--- src/rtl/arb_mux.sv ---
// Round-robin N:1 arbiter with a registered output slice.
// Optional packet locking is enabled by defining ARB_MUX_LOCK_EN, which adds
// the last_i port and holds the grant on one channel until its last beat.
module arb_mux #(
    parameter int unsigned WIDTH = 32,
    parameter int unsigned N     = 4
) (
    input  logic                 clk,
    input  logic                 rst_n,
    input  logic [N-1:0]         valid_i,
    input  logic [N*WIDTH-1:0]   data_i,
`ifdef ARB_MUX_LOCK_EN
    input  logic [N-1:0]         last_i,
`endif
    output logic [N-1:0]         ready_o,
    output logic                 valid_o,
    output logic [WIDTH-1:0]     data_o,
    output logic [$clog2(N)-1:0] sel_o,
    input  logic                 ready_i
);

    localparam int unsigned SW = $clog2(N);

    logic             valid_q, valid_d;
    logic [WIDTH-1:0] data_q, data_d;
    logic [SW-1:0]    sel_q, sel_d;
    logic [SW-1:0]    ptr_q, ptr_d;
`ifdef ARB_MUX_LOCK_EN
    logic             lock_q, lock_d;
    logic [SW-1:0]    lock_sel_q, lock_sel_d;
`endif

    logic          load;
    logic          cand_found;
    logic [SW-1:0] cand_idx;
    logic          grant;

    // Channel index base+off modulo N; off < N so one subtraction suffices.
    function automatic logic [SW-1:0] wrap_add(input logic [SW-1:0] base,
                                               input int unsigned off);
        int unsigned s;
        s = int'(base) + off;
        if (s >= N) begin
            s = s - N;
        end
        return SW'(s);
    endfunction

    // Increment with explicit wrap so non-power-of-two N never exceeds N-1.
    function automatic logic [SW-1:0] next_ptr(input logic [SW-1:0] idx);
        return (idx == SW'(N - 1)) ? '0 : idx + SW'(1);
    endfunction

    assign load = !valid_q || ready_i;

    // Pick the first requesting channel starting at ptr (or the locked one).
    always_comb begin
        cand_found = 1'b0;
        cand_idx   = '0;
        for (int unsigned i = 0; i < N; i++) begin
            if (!cand_found && valid_i[wrap_add(ptr_q, i)]) begin
                cand_found = 1'b1;
                cand_idx   = wrap_add(ptr_q, i);
            end
        end
`ifdef ARB_MUX_LOCK_EN
        if (lock_q) begin
            cand_found = valid_i[lock_sel_q];
            cand_idx   = lock_sel_q;
        end
`endif
    end

    // Ready is a one-hot grant, forced low while reset is asserted.
    always_comb begin
        grant = load && cand_found && rst_n;
        for (int unsigned k = 0; k < N; k++) begin
            ready_o[k] = grant && (cand_idx == SW'(k));
        end
    end

    // Next state of the output slice, round-robin pointer and lock.
    always_comb begin
        valid_d = valid_q;
        data_d  = data_q;
        sel_d   = sel_q;
        ptr_d   = ptr_q;
`ifdef ARB_MUX_LOCK_EN
        lock_d     = lock_q;
        lock_sel_d = lock_sel_q;
`endif
        if (load) begin
            if (grant) begin
                valid_d = 1'b1;
                data_d  = data_i[cand_idx*WIDTH +: WIDTH];
                sel_d   = cand_idx;
`ifdef ARB_MUX_LOCK_EN
                if (last_i[cand_idx]) begin
                    lock_d = 1'b0;
                    ptr_d  = next_ptr(cand_idx);
                end else begin
                    lock_d     = 1'b1;
                    lock_sel_d = cand_idx;
                end
`else
                ptr_d = next_ptr(cand_idx);
`endif
            end else begin
                // Nothing to send: drop valid but keep the last data/sel.
                valid_d = 1'b0;
            end
        end
    end

    // State registers with asynchronous active-low reset.
    always_ff @(posedge clk or negedge rst_n) begin
        if (!rst_n) begin
            valid_q <= 1'b0;
            data_q  <= '0;
            sel_q   <= '0;
            ptr_q   <= '0;
`ifdef ARB_MUX_LOCK_EN
            lock_q     <= 1'b0;
            lock_sel_q <= '0;
`endif
        end else begin
            valid_q <= valid_d;
            data_q  <= data_d;
            sel_q   <= sel_d;
            ptr_q   <= ptr_d;
`ifdef ARB_MUX_LOCK_EN
            lock_q     <= lock_d;
            lock_sel_q <= lock_sel_d;
`endif
        end
    end

    assign valid_o = valid_q;
    assign data_o  = data_q;
    assign sel_o   = sel_q;

endmodule

--- config.mk ---
export PLATFORM = sky130hd
export DESIGN_NAME = arb_mux
export DESIGN_NICKNAME = d
export VERILOG_FILES = /design/src/rtl/arb_mux.sv
export SDC_FILE = /design/constraint.sdc
export NUM_CORES = 1
export LEC_CHECK = 0
export CAP_MARGIN = 0
export CORE_ASPECT_RATIO = 0.8
export CORE_UTILIZATION = 31
export DETAILED_ROUTE_END_ITERATION = 8
export GPL_ROUTABILITY_DRIVEN = 1
export PLACE_DENSITY = 0.78
export SYNTH_ARGS = -nofsm -noshare
export SYNTH_HDL_FRONTEND = slang
export SYNTH_SLANG_ARGS = --single-unit
--- constraint.sdc ---
create_clock -name clk -period 1.9 [get_ports clk]
set_input_delay 0.38 -clock clk [delete_from_list [all_inputs] [get_ports clk]]
set_output_delay 0.38 -clock clk [all_outputs]
set_load 0.02 [all_outputs]
# Word-level counts from Yosys, hierarchy flattened
# Cells that the tools add are included.
# totals
regBits	37
latchBits	0
ram_bits	0
romBits	0
out_inout_bits	39
elab_cells	62
mem_count	0
# op_classes
add_sub_neg	8
multipliers	0
n_div	0
n_lt_le_gt_ge	8
eq_ne	3
shift	1
mux	22
n_bitwise	0
reduce_logical	16
# ops
cell	n
variable part select 128 x 8 -> 32 bit	1
2-to-1 mux 2 bit	9
< comparator 2 x 3 -> 1 bit, second input constant	4
>= comparator 3 bit, second input constant	3
logical AND 1 bit	9
2-to-1 mux 1 bit	9
binary-select mux 1 bit (select 2 bit)	4
subtractor 2 x 1 -> 2 bit, second input constant	4
adder 2 x 2 -> 3 bit, second input constant	2
equality test 2 bit, second input constant	2
zero test 1 bit	4
adder 2 x 1 -> 3 bit, second input constant	1
>= comparator 2 x 3 -> 1 bit, second input constant	1
adder 2 x 1 -> 2 bit, second input constant	1
equality test 2 x 1 -> 1 bit, second input constant	1
zero test 2 bit	1
AND reduction 2 bit	1
logical OR 1 bit	1

# Depth between registers and ports, before layout
# Gate-level depths: netlist of the first run.
# depth
word_depth	17
mapped_depth	8

# Worst setup path before layout of the first run
# OpenSTA, ideal clock, no wires.
# synth_timing
path_kind	register -> output
startpoint	register ptr_q[0]
endpoint	output ready_o[1]
arrival_time_ns	1.430
required_ns	1.520
path_slack_ns	0.090
path_stages_with_launch	6
path_buffers	0
cell_sequence	dfrtp_1 nand2b_1 o21ai_1 a221oi_1 nand2_1 nor2_1
# synth_between
elab_chain_len	17
word_cells_on_any_way	41
# synth_lines
item	line_no	text
from (decl)	27	logic [SW-1:0] ptr_q, ptr_d;
from (signal assigned)	130	ptr_q <= ptr_d;
branches (longest 16 deep; another with adder 2 x 1 -> 3 bit)	-	
logical AND 1 bit (*)	78	ready_o[k] = grant && (cand_idx == SW'(k));
to (decl)	15	output logic [N-1:0] ready_o,
# Every way passes the cells marked *. The select of a mux whose other input is x is not followed.

# Worst setup path in the final report of the first run
# Same ends and word-level chain as after synthesis.

==> flow_summary.yaml, run 1 <==
outcome:
  status: "complete, but fails checks"
  violations: "negative setup slack"
critical_path:
  arrival_ns: 1.63
  r2r_slack_ns: -0.03
  startpoint: "ptr_q[0]$_DFFE_PN0P_"
  cp-start-kind: "flip-flop"
  cp-end-kind: "output pin"
  cp_num_buf_inv: 2
  crit_family: "flip-flops"
  path_cells: "nand2b_4, o21ai_2, a221oi_2, buf_4, nand2_4, nor2_4, buf_6"
  max_stage_delay_ns: 0.44
  crit_required_ns: 1.52
  slowest_stage: "dfrtp_1"
  cp_max_fo: 4
  criticalPathCategory: "reg2out"
  worstReg2RegStart: "ptr_q[0]$_DFFE_PN0P_"
floorplan:
  chipWidth_um: 93.5
  core_region_area_um2: 6440
  initial_core_util: 0.322
  dieArea_um2: 7020
  num_io_pins: 174
  rows: 26
  die_h_um: 75.2
placement:
  gp_congestion: 0.753
  port_buffers: 173
  placed_cells: 491
  dp_hpwl_um: 5690
  pre_cts_slack_ns: -0.794
timing:
  rsz0062_at_grt: "true"
  setup_ws_ns: -0.115
  holdWs_ns: 0.171
  min_period_ns: 2.01
  setup_viol: 5
  fin_crit_sh: 1.06
  fmax_ghz: 0.496
  worst_pin_slew_ns: 0.633
  max_slew_margin: 0.578
  final_max_slew_viol_count: 0
  hold_viol: 0
  finalSetupTns_ns: -0.405
  finClkSkew_ns: 0.00492
logic_synthesis:
  synth-seq-cells: 37
  synth_top_area_frac: 0.446
  synth_area_leaders: "dfrtp_1, a222oi_1, a31oi_1"
  synth-seq-area-share: 0.446
  synth_cell_types: 23
  yosysWarnings: 0
  avgSynthCellArea_um2: 8.75
  synth_top_cell_by_area: "dfrtp_1"
  syn_inst: 237
  synth_area_um2: 2070
  syn-num-nets: 372
layout:
  final_cell_mix: "clkdlybuf4s50_1, nor2_1, nand2_1"
  area_growth_pct: 99.8
  num_antenna_cells: 0
  finalNonFillerCells: 498
  final_nets: 550
  layout_commonest_cell: "clkdlybuf4s50_1"
  final_layout_size_suffix_gt1_frac: 0.126
global_route:
  antenna_found_initial: 0
  grt_max_degree: 70
  first_global_vias: 2438
  grt_usage: 0.207
  grt_overflow: 0
  grt_pass1_wl_um: 11300
cts:
  insertion_delay_ns: 0.28
  cts_made_buffers: 5
  cts_root_buf: "clkbuf_8"
  cts_tree: "built"
  htreeDepth: 2
  numClockSinks: 37
  cts_buffer_depth: 2
  hold_buffers: 0
  path_clk_slew_ns: 0.07
power_and_ir_drop:
  peakVddDrop_mv: 0.468
  p_leak_nw: 1.63
  power.density_nw_per_um2: 886
worst_hold_path:
  hold_class: "in2async"
route:
  drc: 0
  dr.pass1.iters: 7
  vias: 2618
  drtIter0Drc: 173
  routed_wl_um: 7820
  wl_per_cell_um: 15.7
  ant_nets: 0
  avgViaCountPerCell: 5.26
job:
  maxCapViolations: 0
-- power breakdown --
group          internal, W  switching (W)  total (W)  leakage (nW)
clock             0.000241       0.000254   0.000496        0.0399
sequential         0.00101       0.000137    0.00114         0.417
combinational      0.00106       0.000969    0.00203          1.17
-- synth_stat cells (all sizes together) --
cell type  number
a21o            1
a221oi          2
nor3            1
and3            2
o211a           1
dfrtp          37
o21a            2
clkbuf         13
a31oi          34
inv             6
nor2           39
o21ai           4
a222oi         32
nand2          40
a21oi           4
buf            10
and2            1
nand2b          6
o22ai           1
nor2b           1
-- cell families after synthesis --
family,count (synthesis),share of synthesized area
and+or+nand+nor,90,0.177
AOI/OAI and AO/OA,81,0.306
DFF,37,0.446
buffers and inverters,29,0.0706
-- final timing paths --
| path | endpoint | depth (start not counted) |
|---|---|---|
| min in group clk | valid_o$_DFFE_PN0P_ | 2 |
| worst max-delay path | ready_o[1] | 7 |
| worst min register to register | valid_o$_DFFE_PN0P_ | 2 |
| worst min-delay path | valid_o$_DFFE_PN0P_ | 2 |
| worst max register to register | data_o[5]$_DFFE_PN0P_ | 7 |
| max in group asynchronous | ptr_q[1]$_DFFE_PN0P_ | 2 |
-- state kept, by name (all words and copies together) (netlist names) --
name     count
ptr_q        2
sel_o        2
data_o      32
valid_o      1
-- layout make-up --
class                   count  area, µm²
fillers                   552       2300
repair buffers            194       1930
multi-input cells         171       1090
flip-flops and latches     37        927
well taps                  84        105
clock buffers               5       68.8
inverters                   6       22.5
clock inverters             1       5.00
-- per-stage QoR --
step	area, µm²	power [W]	util
3_3_place_gp	3960	0.00305	0.615
3_5_place_dp	3960	0.00310	0.615
6_report	4140	0.00367	0.643
4_1_cts	4090	0.00365	0.635
2_1_floorplan	2070	0.00209	-
5_1_grt	4140	0.00390	0.643
-- repair_timing --
action | in CTS | in global routing
hold endpoints to repair | 0 | 0
pin swaps | 5 | 15
setup endpoints to repair | 40 | 16
gates resized for setup | 40 | 14
setup buffers | 0 | 1
-- metal layers --
layer  vias to the layer above  GRT usage  wire, µm
li1                       1264          -         -
met1                      1232      0.232      3050
met2                       114      0.390      3970
met3                         8     0.0626       729
met4                         0     0.0479        65
met5                         -          0         0
No activity file was read; power rests on OpenSTA's default activity.
==> run 2: changes to the inputs <==
--- a/config.mk
+++ b/config.mk
@@ -7,10 +7,10 @@
 export LEC_CHECK = 0
 export CAP_MARGIN = 0
 export CORE_ASPECT_RATIO = 0.8
-export CORE_UTILIZATION = 31
+export CORE_UTILIZATION = 32
 export DETAILED_ROUTE_END_ITERATION = 8
 export GPL_ROUTABILITY_DRIVEN = 1
-export PLACE_DENSITY = 0.78
+export PLACE_DENSITY = 0.8
 export SYNTH_ARGS = -nofsm -noshare
 export SYNTH_HDL_FRONTEND = slang
 export SYNTH_SLANG_ARGS = --single-unit
==> run 2 against run 1 <==
Effect of this change:
- the run still ends with negative setup slack left
- total power increased by 7.1%
- fmax up 0.86%
- clock power grew 18%
- cell count increased by 2.0%
- sequential cell count did not move
- setup slack improved by 0.017 ns
- final area is 3.9% higher
==> flow_summary.yaml, run 2 (synthesis gave the netlist of run 1 again) <==
outcome:
  status: "complete, but fails checks"
  violations: "negative setup slack"
job:
  maxCapViolations: 0
timing:
  fmax_ghz: 0.501
  finClkSkew_ns: 0.00952
  max_slew_margin: 0.670
  final_max_slew_viol_count: 0
  fin_crit_sh: 1.05
  setup_ws_ns: -0.0976
  setup_viol: 9
  worst_pin_slew_ns: 0.495
  rsz0062_at_grt: "true"
  hold_viol: 0
  min_period_ns: 2.00
cts:
  cts_root_buf: "clkbuf_8"
  numClockSinks: 37
  insertion_delay_ns: 0.29
  htreeDepth: 2
  cts_made_buffers: 5
  cts_tree: "built"
  hold_buffers: 0
  path_clk_slew_ns: 0.08
  cts_buffer_depth: 2
layout:
  final_nets: 561
  largest_reg_flops: 32
  finalNonFillerCells: 508
  fillCellCount: 495
  layout_commonest_cell: "clkdlybuf4s50_1"
  area_growth_pct: 107
  utilization: 0.709
  final_layout_size_suffix_gt1_frac: 0.152
  num_antenna_cells: 0
  final_cell_mix: "clkdlybuf4s50_1, nand2_1, nor2_1, dfrtp_1, a31oi_1"
route:
  routed_wl_um: 8960
  wl_per_cell_um: 17.6
  drc: 0
  vias: 2722
  dr.pass1.iters: 8
  avgViaCountPerCell: 5.36
  drtIter0Drc: 202
  ant_nets: 0
power_and_ir_drop:
  peakVddDrop_mv: 0.387
  power.density_nw_per_um2: 913
  p_leak_nw: 1.71
critical_path:
  worstReg2RegStart: "ptr_q[0]$_DFFE_PN0P_"
  cp-end-kind: "flip-flop"
  crit_required_ns: 2.05
  startpoint: "ptr_q[0]$_DFFE_PN0P_"
  criticalPathCategory: "reg2reg"
  cp-start-kind: "flip-flop"
  cp_max_fo: 8
  arrival_ns: 2.15
placement:
  port_buffers: 173
  placed_cells: 494
  gp_congestion: 0.810
  dp_hpwl_um: 6410
floorplan:
  rows: 25
  initial_core_util: 0.342
  die_h_um: 74.0
  chipWidth_um: 92.0
  num_io_pins: 174
  core_region_area_um2: 6070
  dieArea_um2: 6810
global_route:
  grt_overflow: 0
  grt_pass1_wl_um: 12900
  grt_max_degree: 41
  first_global_vias: 2632
  grt_usage: 0.245
  antenna_found_initial: 0
worst_hold_path:
  hold_class: "in2async"
[run 2: through the flow]
| stage | total power (W) | setup WS, ns | setup TNS [ns] | cell area [µm²] | hold slack, ns |
|---|---|---|---|---|---|
| 6_report | 0.00393 | -0.0976 | -0.392 | 4300 | 0.157 |
| 2_1_floorplan | 0.00209 | 0.0897 | 0 | 2070 | 0.0844 |
| 3_3_place_gp | 0.00308 | -0.761 | -19.38 | 3990 | 0.470 |
| 5_1_grt | 0.00416 | -0.144 | -2.11 | 4300 | 0.202 |
| 3_5_place_dp | 0.00313 | -0.819 | -22.81 | 3990 | 0.480 |
| 4_1_cts | 0.00379 | -0.0910 | -0.358 | 4160 | 0.165 |
[run 2: layout make-up]
cell class	count	area (µm²)	area share
clock buffers	6	82.6	0.0192
multi-input cells	171	1100	0.257
flip-flops and latches	37	927	0.215
repair buffers	205	2050	0.477
inverters	6	22.5	0.00523
well taps	81	101	0.0235
clock inverters	2	13.8	0.00320
[run 2: report_power, final]
group / switching [W] / total, W / internal, W
registers: 0.000130 / 0.00114 / 0.00101
clock network: 0.000293 / 0.000587 / 0.000294
logic: 0.00104 / 0.00221 / 0.00116
[run 2: worst paths after layout]
| kind | end | slack, ns | depth (start not counted) |
|---|---|---|---|
| min in group clk | valid_o$_DFFE_PN0P_ | 0.55 | 2 |
| max reg2reg | data_o[19]$_DFFE_PN0P_ | -0.1 | 8 |
| min reg2reg | valid_o$_DFFE_PN0P_ | 0.55 | 2 |
| max in group asynchronous | ptr_q[1]$_DFFE_PN0P_ | 1.37 | 2 |
| min | valid_o$_DFFE_PN0P_ | 0.16 | 2 |
| max | data_o[19]$_DFFE_PN0P_ | -0.1 | 8 |
[run 2: worst max-delay path, cell delays in order (launching register included)]
cell and delay, ns:
dfrtp_1 0.42, nand2b_4 0.16, buf_4 0.15, a31oi_4 0.14, o22ai_4 0.13, buf_6 0.14, clkbuf_16 0.15, a222oi_1 0.42
a31oi_1 0.15
[run 2: what timing repair did]
item                       in CTS  in global routing
pin swaps                       7                 62
setup endpoints to repair      36                 27
buffers inserted                1                  2
resized for setup              42                 19
cloned                          0                  3
[run 2: layer usage]
metal / track usage / routed length (µm) / vias to the layer above
met3: 0.0798 / 884 / 12
met5: 0 / 0 / -
met1: 0.281 / 3420 / 1279
met4: 0.0660 / 131 / 0
li1: - / - / 1290
met2: 0.448 / 4520 / 141
